**src/rtl/instr_fetch_stage_if.sv**
```systemverilog
// ---------------------------------------------------------------------------
// instr_fetch_stage_if
//   Instruction-memory fetch port shared by the fetch stage and the memory.
//   Each transaction completes at the rising edge where req and ready are both 1.
//
//   Signals
//     req    fetch request. Held, with addr stable, until ready.
//     addr   32-bit word address. Bits [1:0] are always 0.
//     rdata  instruction word. Valid in the cycle where ready = 1.
//     ready  memory response strobe.
//
//   Modports
//     master  fetch-stage side: drives req/addr, samples rdata/ready.
//     slave   memory side: samples req/addr, drives rdata/ready.
// ---------------------------------------------------------------------------
interface instr_fetch_stage_if;
   logic        req;
   logic [31:0] addr;
   logic [31:0] rdata;
   logic        ready;

   modport master (output req, output addr, input rdata, input ready);
   modport slave  (input req, input addr, output rdata, output ready);
endinterface

```
**src/rtl/instr_fetch_stage.sv**
```systemverilog
// ---------------------------------------------------------------------------
// instr_fetch_stage
//   Instruction-fetch stage feeding the control decoder. It holds the PC and
//   fetches one 32-bit word per memory transaction, with at most one
//   transaction outstanding. The word is presented in an IF/ID output
//   register together with its decoder fields. The stage supports a
//   downstream stall, and a branch/jump redirect that flushes the in-flight
//   and held instructions.
//
//   Parameters
//     RESET_PC     PC loaded on reset (word aligned)
//     PC_STEP      PC increment per accepted instruction
//
//   Ports
//     clk          clock; all state updates on the rising edge
//     rst          asynchronous, active-high reset
//     imem         instruction-memory port (master side: req/addr out, rdata/ready in)
//     stall        downstream cannot accept; the output register holds
//     redirect     branch/jump taken; discard the in-flight and held words
//     redirect_pc  new fetch address; bits [1:0] are forced to 0
//     out_valid    output register holds a live instruction
//     out_pc       address of out_instr
//     out_instr    fetched word
//     out_opcode   out_instr[31:26]
//     out_rs       out_instr[25:21]
//     out_rt       out_instr[20:16]
//     out_rd       out_instr[15:11]
//     out_funct    out_instr[5:0]
//     out_imm16    out_instr[15:0]
// ---------------------------------------------------------------------------
module instr_fetch_stage #(
   parameter logic [31:0] RESET_PC = 32'h0000_3000,
   parameter logic [31:0] PC_STEP  = 32'd4
) (
   input  logic                       clk,
   input  logic                       rst,
   instr_fetch_stage_if.master        imem,
   input  logic                       stall,
   input  logic                       redirect,
   input  logic [31:0]                redirect_pc,
   output logic                       out_valid,
   output logic [31:0]                out_pc,
   output logic [31:0]                out_instr,
   output logic [5:0]                 out_opcode,
   output logic [5:0]                 out_funct,
   output logic [4:0]                 out_rs,
   output logic [4:0]                 out_rt,
   output logic [4:0]                 out_rd,
   output logic [15:0]                out_imm16
);

   // BOOT : one idle cycle after reset release
   // FETCH: request outstanding at pc
   // DRAIN: finishing a request made stale by a redirect; its response is dropped
   // HOLD : skid buffer full behind a stalled output; no request
   typedef enum logic [1:0] {
      BOOT  = 2'd0,
      FETCH = 2'd1,
      DRAIN = 2'd2,
      HOLD  = 2'd3
   } state_t;

   state_t      state;
   state_t      state_next;

   logic [31:0] pc;
   logic [31:0] drain_addr;
   logic        skid_vld;
   logic [31:0] skid_instr;
   logic [31:0] skid_pc;

   logic        accept;
   logic        xfer;
   logic        capture;
   logic        skid_load;
   logic        skid_drain;
   logic [31:0] redirect_pc_al;
   logic [31:0] pc_inc;

   // ------------------------------------------------------------------------
   // Handshake decode
   // ------------------------------------------------------------------------
   // The output register can take a word when it is empty or being consumed now.
   assign accept         = !out_valid || !stall;
   assign xfer           = imem.req && imem.ready;
   assign redirect_pc_al = redirect_pc & ~32'd3;
   assign pc_inc         = pc + PC_STEP;

   // Redirect takes priority over everything else. A response that completes
   // in the redirect cycle is simply not captured.
   assign capture    = (state == FETCH) && xfer &&  accept && !redirect;
   // Stall rose while the request was already out: park the word instead of
   // dropping the request, which would violate the hold-until-ready protocol.
   assign skid_load  = (state == FETCH) && xfer && !accept && !redirect;
   assign skid_drain = (state == HOLD) && skid_vld && !stall && !redirect;

   // ------------------------------------------------------------------------
   // FSM: state register
   // ------------------------------------------------------------------------
   always_ff @(posedge clk or posedge rst) begin
      if (rst) begin
         state <= BOOT;
      end else begin
         state <= state_next;
      end
   end

   // ------------------------------------------------------------------------
   // FSM: next-state logic
   // ------------------------------------------------------------------------
   always_comb begin
      state_next = state;
      unique case (state)
         BOOT: begin
            state_next = FETCH;
         end
         FETCH: begin
            if (redirect) begin
               // A request still waiting for ready must be completed before refetching.
               state_next = xfer ? FETCH : DRAIN;
            end else if (xfer && !accept) begin
               state_next = HOLD;
            end else begin
               state_next = FETCH;
            end
         end
         DRAIN: begin
            // A redirect here only moves pc; the stale request still has to finish.
            state_next = xfer ? FETCH : DRAIN;
         end
         HOLD: begin
            if (redirect || !stall) begin
               state_next = FETCH;
            end else begin
               state_next = HOLD;
            end
         end
         default: begin
            state_next = BOOT;
         end
      endcase
   end

   // ------------------------------------------------------------------------
   // FSM: outputs
   // ------------------------------------------------------------------------
   always_comb begin
      imem.req  = 1'b0;
      imem.addr = pc;
      unique case (state)
         FETCH: begin
            imem.req  = 1'b1;
            imem.addr = pc;
         end
         DRAIN: begin
            // pc has already moved to the redirect target; keep the old address
            // on the bus until the stale transaction completes.
            imem.req  = 1'b1;
            imem.addr = drain_addr;
         end
         default: begin
            imem.req  = 1'b0;
            imem.addr = pc;
         end
      endcase
   end

   // ------------------------------------------------------------------------
   // Program counter (wraps modulo 2^32)
   // ------------------------------------------------------------------------
   always_ff @(posedge clk or posedge rst) begin
      if (rst) begin
         pc <= RESET_PC;
      end else if (redirect) begin
         pc <= redirect_pc_al;
      end else if (capture || skid_load) begin
         pc <= pc_inc;
      end
   end

   // Address of the request being drained; only meaningful in DRAIN.
   always_ff @(posedge clk) begin
      if ((state == FETCH) && redirect && !xfer) begin
         drain_addr <= pc;
      end
   end

   // ------------------------------------------------------------------------
   // Skid buffer (one entry)
   // ------------------------------------------------------------------------
   always_ff @(posedge clk or posedge rst) begin
      if (rst) begin
         skid_vld <= 1'b0;
      end else if (redirect) begin
         skid_vld <= 1'b0;
      end else if (skid_load) begin
         skid_vld <= 1'b1;
      end else if (skid_drain) begin
         skid_vld <= 1'b0;
      end
   end

   always_ff @(posedge clk) begin
      if (skid_load) begin
         skid_instr <= imem.rdata;
         skid_pc    <= pc;
      end
   end

   // ------------------------------------------------------------------------
   // IF/ID output register
   // ------------------------------------------------------------------------
   always_ff @(posedge clk or posedge rst) begin
      if (rst) begin
         out_valid <= 1'b0;
      end else if (redirect) begin
         out_valid <= 1'b0;
      end else if (capture || skid_drain) begin
         out_valid <= 1'b1;
      end else if (!stall) begin
         // Consumed this cycle with nothing new behind it.
         out_valid <= 1'b0;
      end
   end

   always_ff @(posedge clk or posedge rst) begin
      if (rst) begin
         out_pc    <= 32'd0;
         out_instr <= 32'd0;
      end else if (capture) begin
         out_pc    <= pc;
         out_instr <= imem.rdata;
      end else if (skid_drain) begin
         out_pc    <= skid_pc;
         out_instr <= skid_instr;
      end
   end

   // Decoder fields are plain slices of the held word.
   assign out_opcode = out_instr[31:26];
   assign out_rs     = out_instr[25:21];
   assign out_rt     = out_instr[20:16];
   assign out_rd     = out_instr[15:11];
   assign out_funct  = out_instr[5:0];
   assign out_imm16  = out_instr[15:0];

   // A request that has not yet been answered keeps its request and address.
   req_hold_a : assert property (@(posedge clk) disable iff (rst)
      (imem.req && !imem.ready) |=> (imem.req && $stable(imem.addr)));

endmodule

```
**src/flat_wrapper.sv**
```systemverilog
// flat-port wrapper written by rule: the top's interface ports become plain ports
module instr_fetch_stage_flat 
#(
   parameter logic [31:0] RESET_PC = 32'h0000_3000,
   parameter logic [31:0] PC_STEP  = 32'd4
)
  (clk, rst, stall, redirect, redirect_pc, out_valid, out_pc, out_instr, out_opcode, out_funct, out_rs, out_rt, out_rd, out_imm16, imem_req, imem_addr, imem_rdata, imem_ready);
  instr_fetch_stage_if imem_i ();
  input  logic clk;
  input  logic rst;
  input  logic stall;
  input  logic redirect;
  input  logic [31:0] redirect_pc;
  output logic out_valid;
  output logic [31:0] out_pc;
  output logic [31:0] out_instr;
  output logic [5:0] out_opcode;
  output logic [5:0] out_funct;
  output logic [4:0] out_rs;
  output logic [4:0] out_rt;
  output logic [4:0] out_rd;
  output logic [15:0] out_imm16;
  output wire logic [$bits(imem_i.req)-1:0] imem_req;
  output wire logic [$bits(imem_i.addr)-1:0] imem_addr;
  input wire logic [$bits(imem_i.rdata)-1:0] imem_rdata;
  input wire logic [$bits(imem_i.ready)-1:0] imem_ready;
  assign imem_req = imem_i.req;
  assign imem_addr = imem_i.addr;
  assign imem_i.rdata = imem_rdata;
  assign imem_i.ready = imem_ready;
  instr_fetch_stage #(.RESET_PC(RESET_PC), .PC_STEP(PC_STEP)) u_core (.clk(clk), .rst(rst), .imem(imem_i), .stall(stall), .redirect(redirect), .redirect_pc(redirect_pc), .out_valid(out_valid), .out_pc(out_pc), .out_instr(out_instr), .out_opcode(out_opcode), .out_funct(out_funct), .out_rs(out_rs), .out_rt(out_rt), .out_rd(out_rd), .out_imm16(out_imm16));
endmodule
```
**config.mk**
```make
export PLATFORM = sky130hd
export DESIGN_NAME = instr_fetch_stage_flat
export DESIGN_NICKNAME = d
export VERILOG_FILES = /design/src/rtl/instr_fetch_stage_if.sv /design/src/rtl/instr_fetch_stage.sv /design/src/flat_wrapper.sv
export SDC_FILE = /design/constraint.sdc
export NUM_CORES = 1
export LEC_CHECK = 0
export CAP_MARGIN = 30
export CORE_ASPECT_RATIO = 0.6
export CORE_MARGIN = 10
export CORE_UTILIZATION = 38
export CTS_CLUSTER_DIAMETER = 120
export DETAILED_ROUTE_END_ITERATION = 12
export REMOVE_ABC_BUFFERS = 1
export SLEW_MARGIN = 30
export SYNTH_ARGS = -nofsm -noshare
export SYNTH_HDL_FRONTEND = slang
export SYNTH_SLANG_ARGS = --single-unit
```
**constraint.sdc**
```tcl
create_clock -name clk -period 11.6 [get_ports clk]
set_input_delay 2.32 -clock clk [delete_from_list [all_inputs] [get_ports clk]]
set_output_delay 2.32 -clock clk [all_outputs]
set_load 0.01 [all_outputs]
```
# --- Yosys cells after proc, flatten, opt, wreduce, memory -nomap -nowiden ---
# Index checks and enable logic that the tools add are counted.
totals:
  reg_bits: 196
  elab_cells: 59
op_classes:
  add_sub_neg: 1
  n_eq_ne: 4
  n_mux: 19
  reduce_logical: 26
ops:
  columns: ["operator", "count"]
  rows:
  - ["2-to-1 mux 32 bit", 7]
  - ["adder 32 x 3 -> 32 bit, second input constant", 1]
  - ["logical AND 1 bit", 12]
  - ["2-to-1 mux 2 bit", 4]
  - ["case mux 2 bit (4 select lines)", 1]
  - ["2-to-1 mux 1 bit", 7]
  - ["zero test 1 bit", 5]
  - ["== test 2 bit, second input constant", 2]
  - ["logical OR 1 bit", 4]
  - ["nonzero test 2 bit", 2]
  - ["inequality test 3 x 1 -> 1 bit, second input constant", 1]
  - ["nonzero test 3 bit", 1]
  - ["== test 2 x 1 -> 1 bit, second input constant", 1]
  - ["zero test 2 bit", 1]
  - ["OR reduction 2 bit", 1]

# --- Longest topological paths before layout ---
logic_depth:
  word_depth: 10
  depth_mapped: 8
  ltp_nobuf: 6

# --- Worst setup path after synthesis ---
# No wires, ideal clock.
synth_path:
  path_kind: "input port to flip-flop"
  start: "input port imem_ready"
  end: "register u_core.skid_instr[0], enable pin"
  setup_time_ns: 0.564
  arrival_ns: 6.976
  setup_slack_ns: 4.060
  stages: 3
  n_path_buf: 1
  path_cell_list: "buf_2 -> nand2_1 -> nor3_1"
synth_via:
  elab_chain_cells: 4
synth_lines:
  columns: ["element", "line", "text"]
  rows:
  - ["start: declaration", "flat_wrapper.sv:26", "input wire logic [$bits(imem_i.ready)-1:0] imem_ready;"]
  - ["logical AND 1 bit", "instr_fetch_stage.sv:85", "assign xfer = imem.req && imem.ready;"]
  - ["logical AND 1 bit (3 in series)", "instr_fetch_stage.sv:94", "assign skid_load = (state == FETCH) && xfer && !accept && !redirect;"]
  - ["via u_core.skid_load", "instr_fetch_stage.sv:75", "logic skid_load;"]
  - ["end signal: assignment", "instr_fetch_stage.sv:205", "skid_instr <= imem.rdata;"]
  - ["end: declaration", "instr_fetch_stage.sv:69", "logic [31:0] skid_instr;"]
# The timed path passes the listed nets, and every way through them passes these cells.
# A chain may end at the register's enable or synchronous reset.

# --- Final worst setup path ---
layout_path:
  start: "register u_core.state[0]"
  end: "output port imem_addr[30]"
layout_via:
  elab_chain_cells: 2
layout_lines:
  columns: ["element", "line", "text"]
  rows:
  - ["start: declaration", "instr_fetch_stage.sv:63", "state_t state;"]
  - ["start signal: assignment", "instr_fetch_stage.sv:104", "state <= state_next;"]
  - ["== test 2 bit", "instr_fetch_stage.sv:150", "unique case (state)"]
  - ["2-to-1 mux 32 bit", "instr_fetch_stage.sv:150", null]
  - ["end: declaration", "flat_wrapper.sv:24", "output wire logic [$bits(imem_i.addr)-1:0] imem_addr;"]
# No other way between the ends.

==> summary.md <==
| Metric | Value |
|---|---|
| Outcome | finished clean |
| Final ANT Viol Nets | 0 |
| Iter 0 DRT Violations | around 350 |
| Share of cells above drive strength 1 | 0.0940 |
| Routed vias | 5824 |
| Register share of total power | 0.405 |
| Router iterations before antenna repair | 4 |
| Worst EP arrival | approximately 2.4 ns |
| Routed len/inst | 20.2 µm |
| Dpl hpwl | around 16 mm |
| Num ports | 210 |
| Syn avg cell area | approximately 12 µm² |
| Number of buffers created by CTS | 17 |
| Htree depth | 4 |
| Fin crit period | between 4 and 5 ns |
| Critical path required time | slightly above 9 ns |
| Starting Density | 0.392 |
| Total track usage | 0.160 |
| Dpl ws | 6.84 ns |
| Setup ws final | 6.84 ns |
| GRT overflow | 0 |
| Clk_lat worst skew | 0.44 ns |
| HP Class | register to register |
| Fin Clk Skew | 0.00938 ns |
| Period utilization | 0.411 |
| Vias in the first global route | ~5900 |
| Clock root cell | clkbuf_16 |
| Hold Buf Count CTS | 0 |
| Die Wd | roughly 210 µm |
| Max-slew violations | 0 |
| Die ar. | between 0.02 and 0.03 mm² |
| Crit path kind | register to output pin |
| Gates resized, CTS repair | 0 |
| CTS tree | built |
| Rows | just over 40 |
| TNS Setup | 0 ns |
| Die Span Y | around 130 µm |
| Switching share of power | 0.315 |
| Worst-Margin Slew | roughly 0.85 ns |
| Sequential cell area | 0.00517 mm² |
| Ys Warns | 0 |
| Psw | roughly 0.76 mW |
| Ys async rst share | 0.511 |
| Antenna violations before repair | 1 |
| Multi-input logic area | between 0.002 and 0.003 mm² |
| Via density | 5.15 |
| Final wirelength | approximately 23 mm |
| Layout area overhead | 30.4% |
| Syn Std Cell Area | 0.00835 mm² |
| Final net count | a little over 900 |
| Final setup vio count | 0 |
| Combinational power share | 0.351 |
| Register area share after synthesis | 0.619 |
| Largest net degree at the start of global routing | between 70 and 80 |
| Core area | around 0.021 mm² |
| Cell depth of the worst flop-to-flop path | 6 |
| Crit. End Element | output pin |
| Synth cell types | 43 |
| Pwr Density | 222 mW/mm² |
| Clock power frac | 0.243 |
| Fmax | 0.210 GHz |
| CP max-delay cell | clkdlybuf4s50_1 |
| RePlAce Congestion | around 0.74 |
| Crit path largest cell delay | 0.54 ns |
| Residual DRC | 0 |
| Input/output buffers | between 200 and 250 |
| #FFs+latches synth | around 190 |
| Crit-path max FO | 37 |
| Leakage | ~3.8 nW |
| Post-synth EDFFs | 92 |
| # fillers | between 1500 and 2000 |
| CP Launch Type | register |
| Setup bufs post-CTS | 0 |
| Setup repair after global routing missed its margin | false |
| Ys flop type | dfrtp_1 |
| Int Pwr | 1.65 mW |
| Max Root-Sink Buffers | 2 |
| WHS | ~0.54 ns |
| First-pass GRT wire length | 35.4 mm |
| Worst-path clk slew | about 0.07 ns |
| Final Hold Fails | 0 |
| Syn Inst Count | a little under 700 |
| Hold depth | 1 |
| CP Cell Sequence | inv_1 -> ha_4 -> mux2_2 -> clkdlybuf4s50_1 |
| VDD IR-drop max | between 0.1 and 0.15 mV |
| Clock sinks | between 150 and 200 |
| Max-cap check violation count | 0 |
| Slew margin rel. | 0.431 |
==> layout by cell type, fill, tap and decap left out, types with 3 or more instances in the layout <==
cell             instances
a21oi_1                 66
a31oi_1                 14
buf_4                    9
clkbuf_16               17
clkdlybuf4s50_1        203
clkinvlp_4               3
conb_1                   4
dfrtp_1                 94
edfxtp_1                92
ha_1                     4
inv_1                    8
inv_8                    3
mux2_2                  25
mux2i_1                 63
nand2_1                 36
nand3_1                 10
nand4_1                 12
nor2_1                  82
nor3_1                   4
nor4_1                   6
o21ai_0                 24
o31ai_1                  8
or2_2                    3
or3_1                    5
or4_1                   13
xnor2_1                  8
xor2_1                   4
==> critical path, delay by kind of cell, from the launching register on <==
family                     cells  cell delay (ns)
DFF                            1             0.40
muxes                          1             0.40
buffers and inverters          2             0.67
adders and majority gates      1             0.53
==> cell usage after synthesis (all sizes together), types with 8 or more instances <==
master | number | area share
dfrtp | 94 | 0.28
edfxtp | 92 | 0.33
nor2 | 82 | 0.037
a21oi | 66 | 0.040
mux2i | 63 | 0.076
buf | 60 | 0.051
nand2 | 36 | 0.016
clkbuf | 29 | 0.014
mux2 | 25 | 0.034
o21ai | 24 | 0.014
or4 | 15 | 0.014
a31oi | 14 | 0.010
nand4 | 14 | 0.012
nand3 | 10 | 0.0060
inv | 9 | 0.0040
o31ai | 8 | 0.0072
xnor2 | 8 | 0.0084
==> power by group through the flow <==
stage | Clock [mW] | Sequential [mW] | Combinational, mW
after global placement | 0 | 0.980 | 0.849
after floorplan | 0 | 1.05 | 0.244
after detailed placement | 0 | 0.992 | 0.858
final | 0.587 | 0.978 | 0.847
after global routing | 0.634 | 1.00 | 0.912
after CTS | 0.602 | 0.980 | 0.861
==> path summary, 6_finish.rpt <==
check	from	endpoint	slack, ns
setup / recovery	u_core.state[0]	imem_addr[30]	6.84
hold / removal	u_core.skid_vld	u_core.skid_vld	0.54
setup reg to reg	u_core.state[1]	u_core.pc[30]	8.91
hold reg to reg	u_core.skid_vld	u_core.skid_vld	0.54
max in group asynchronous	rst	u_core.out_pc[6]	8.02
min in group asynchronous	rst	u_core.out_instr[5]	2.30
==> per-stage QoR <==
| stage | util | cell area, µm² | cells | power (mW) |
|---|---|---|---|---|
| after floorplan | - | 7820 | 607 | 1.30 |
| final | 0.511 | 10900 | 1131 | 2.41 |
| after global routing | 0.511 | 10900 | 1131 | 2.55 |
| after CTS | 0.511 | 10900 | 1130 | 2.44 |
| after detailed placement | 0.483 | 10300 | 1098 | 1.85 |
| after global placement | 0.483 | 10300 | 1098 | 1.83 |
==> layout make-up <==
cell class	count	area share
diodes	1	0.000230
flip-flops and latches	188	0.475
well taps	279	0.0321
clock inverters	15	0.0151
repair buffers	212	0.193
multi-input cells	410	0.243
inverters	9	0.00333
clock buffers	17	0.0391
==> layer usage <==
metal	vias up	wire length, µm	global-route usage
met5	-	0	0
met4	0	161	0.0390
met3	13	1540	0.0483
met2	176	9930	0.236
met1	2886	11200	0.225
li1	2749	-	-
==> kinds of logic after synthesis <==
logic type / Yosys count / share of synthesized area
compound gates: 119 / 0.0787
mux: 88 / 0.109
flops: 188 / 0.619
simple gates: 182 / 0.104
buf+inv: 98 / 0.0685
xor+xnor: 12 / 0.0126
other cells: 1 / 0.000449
fa+ha+maj: 5 / 0.00750
==> state kept, by name, indices dropped and copies added, names as in the netlist <==
register and flops:
u_core.skid_instr 32, u_core.out_instr 32, u_core.pc 30, u_core.out_pc 30
u_core.state 2, u_core.drain_addr 30, u_core.skid_vld 1, u_core.skid_pc 30
u_core.out_valid 1
(Power assumes the default switching activity.)
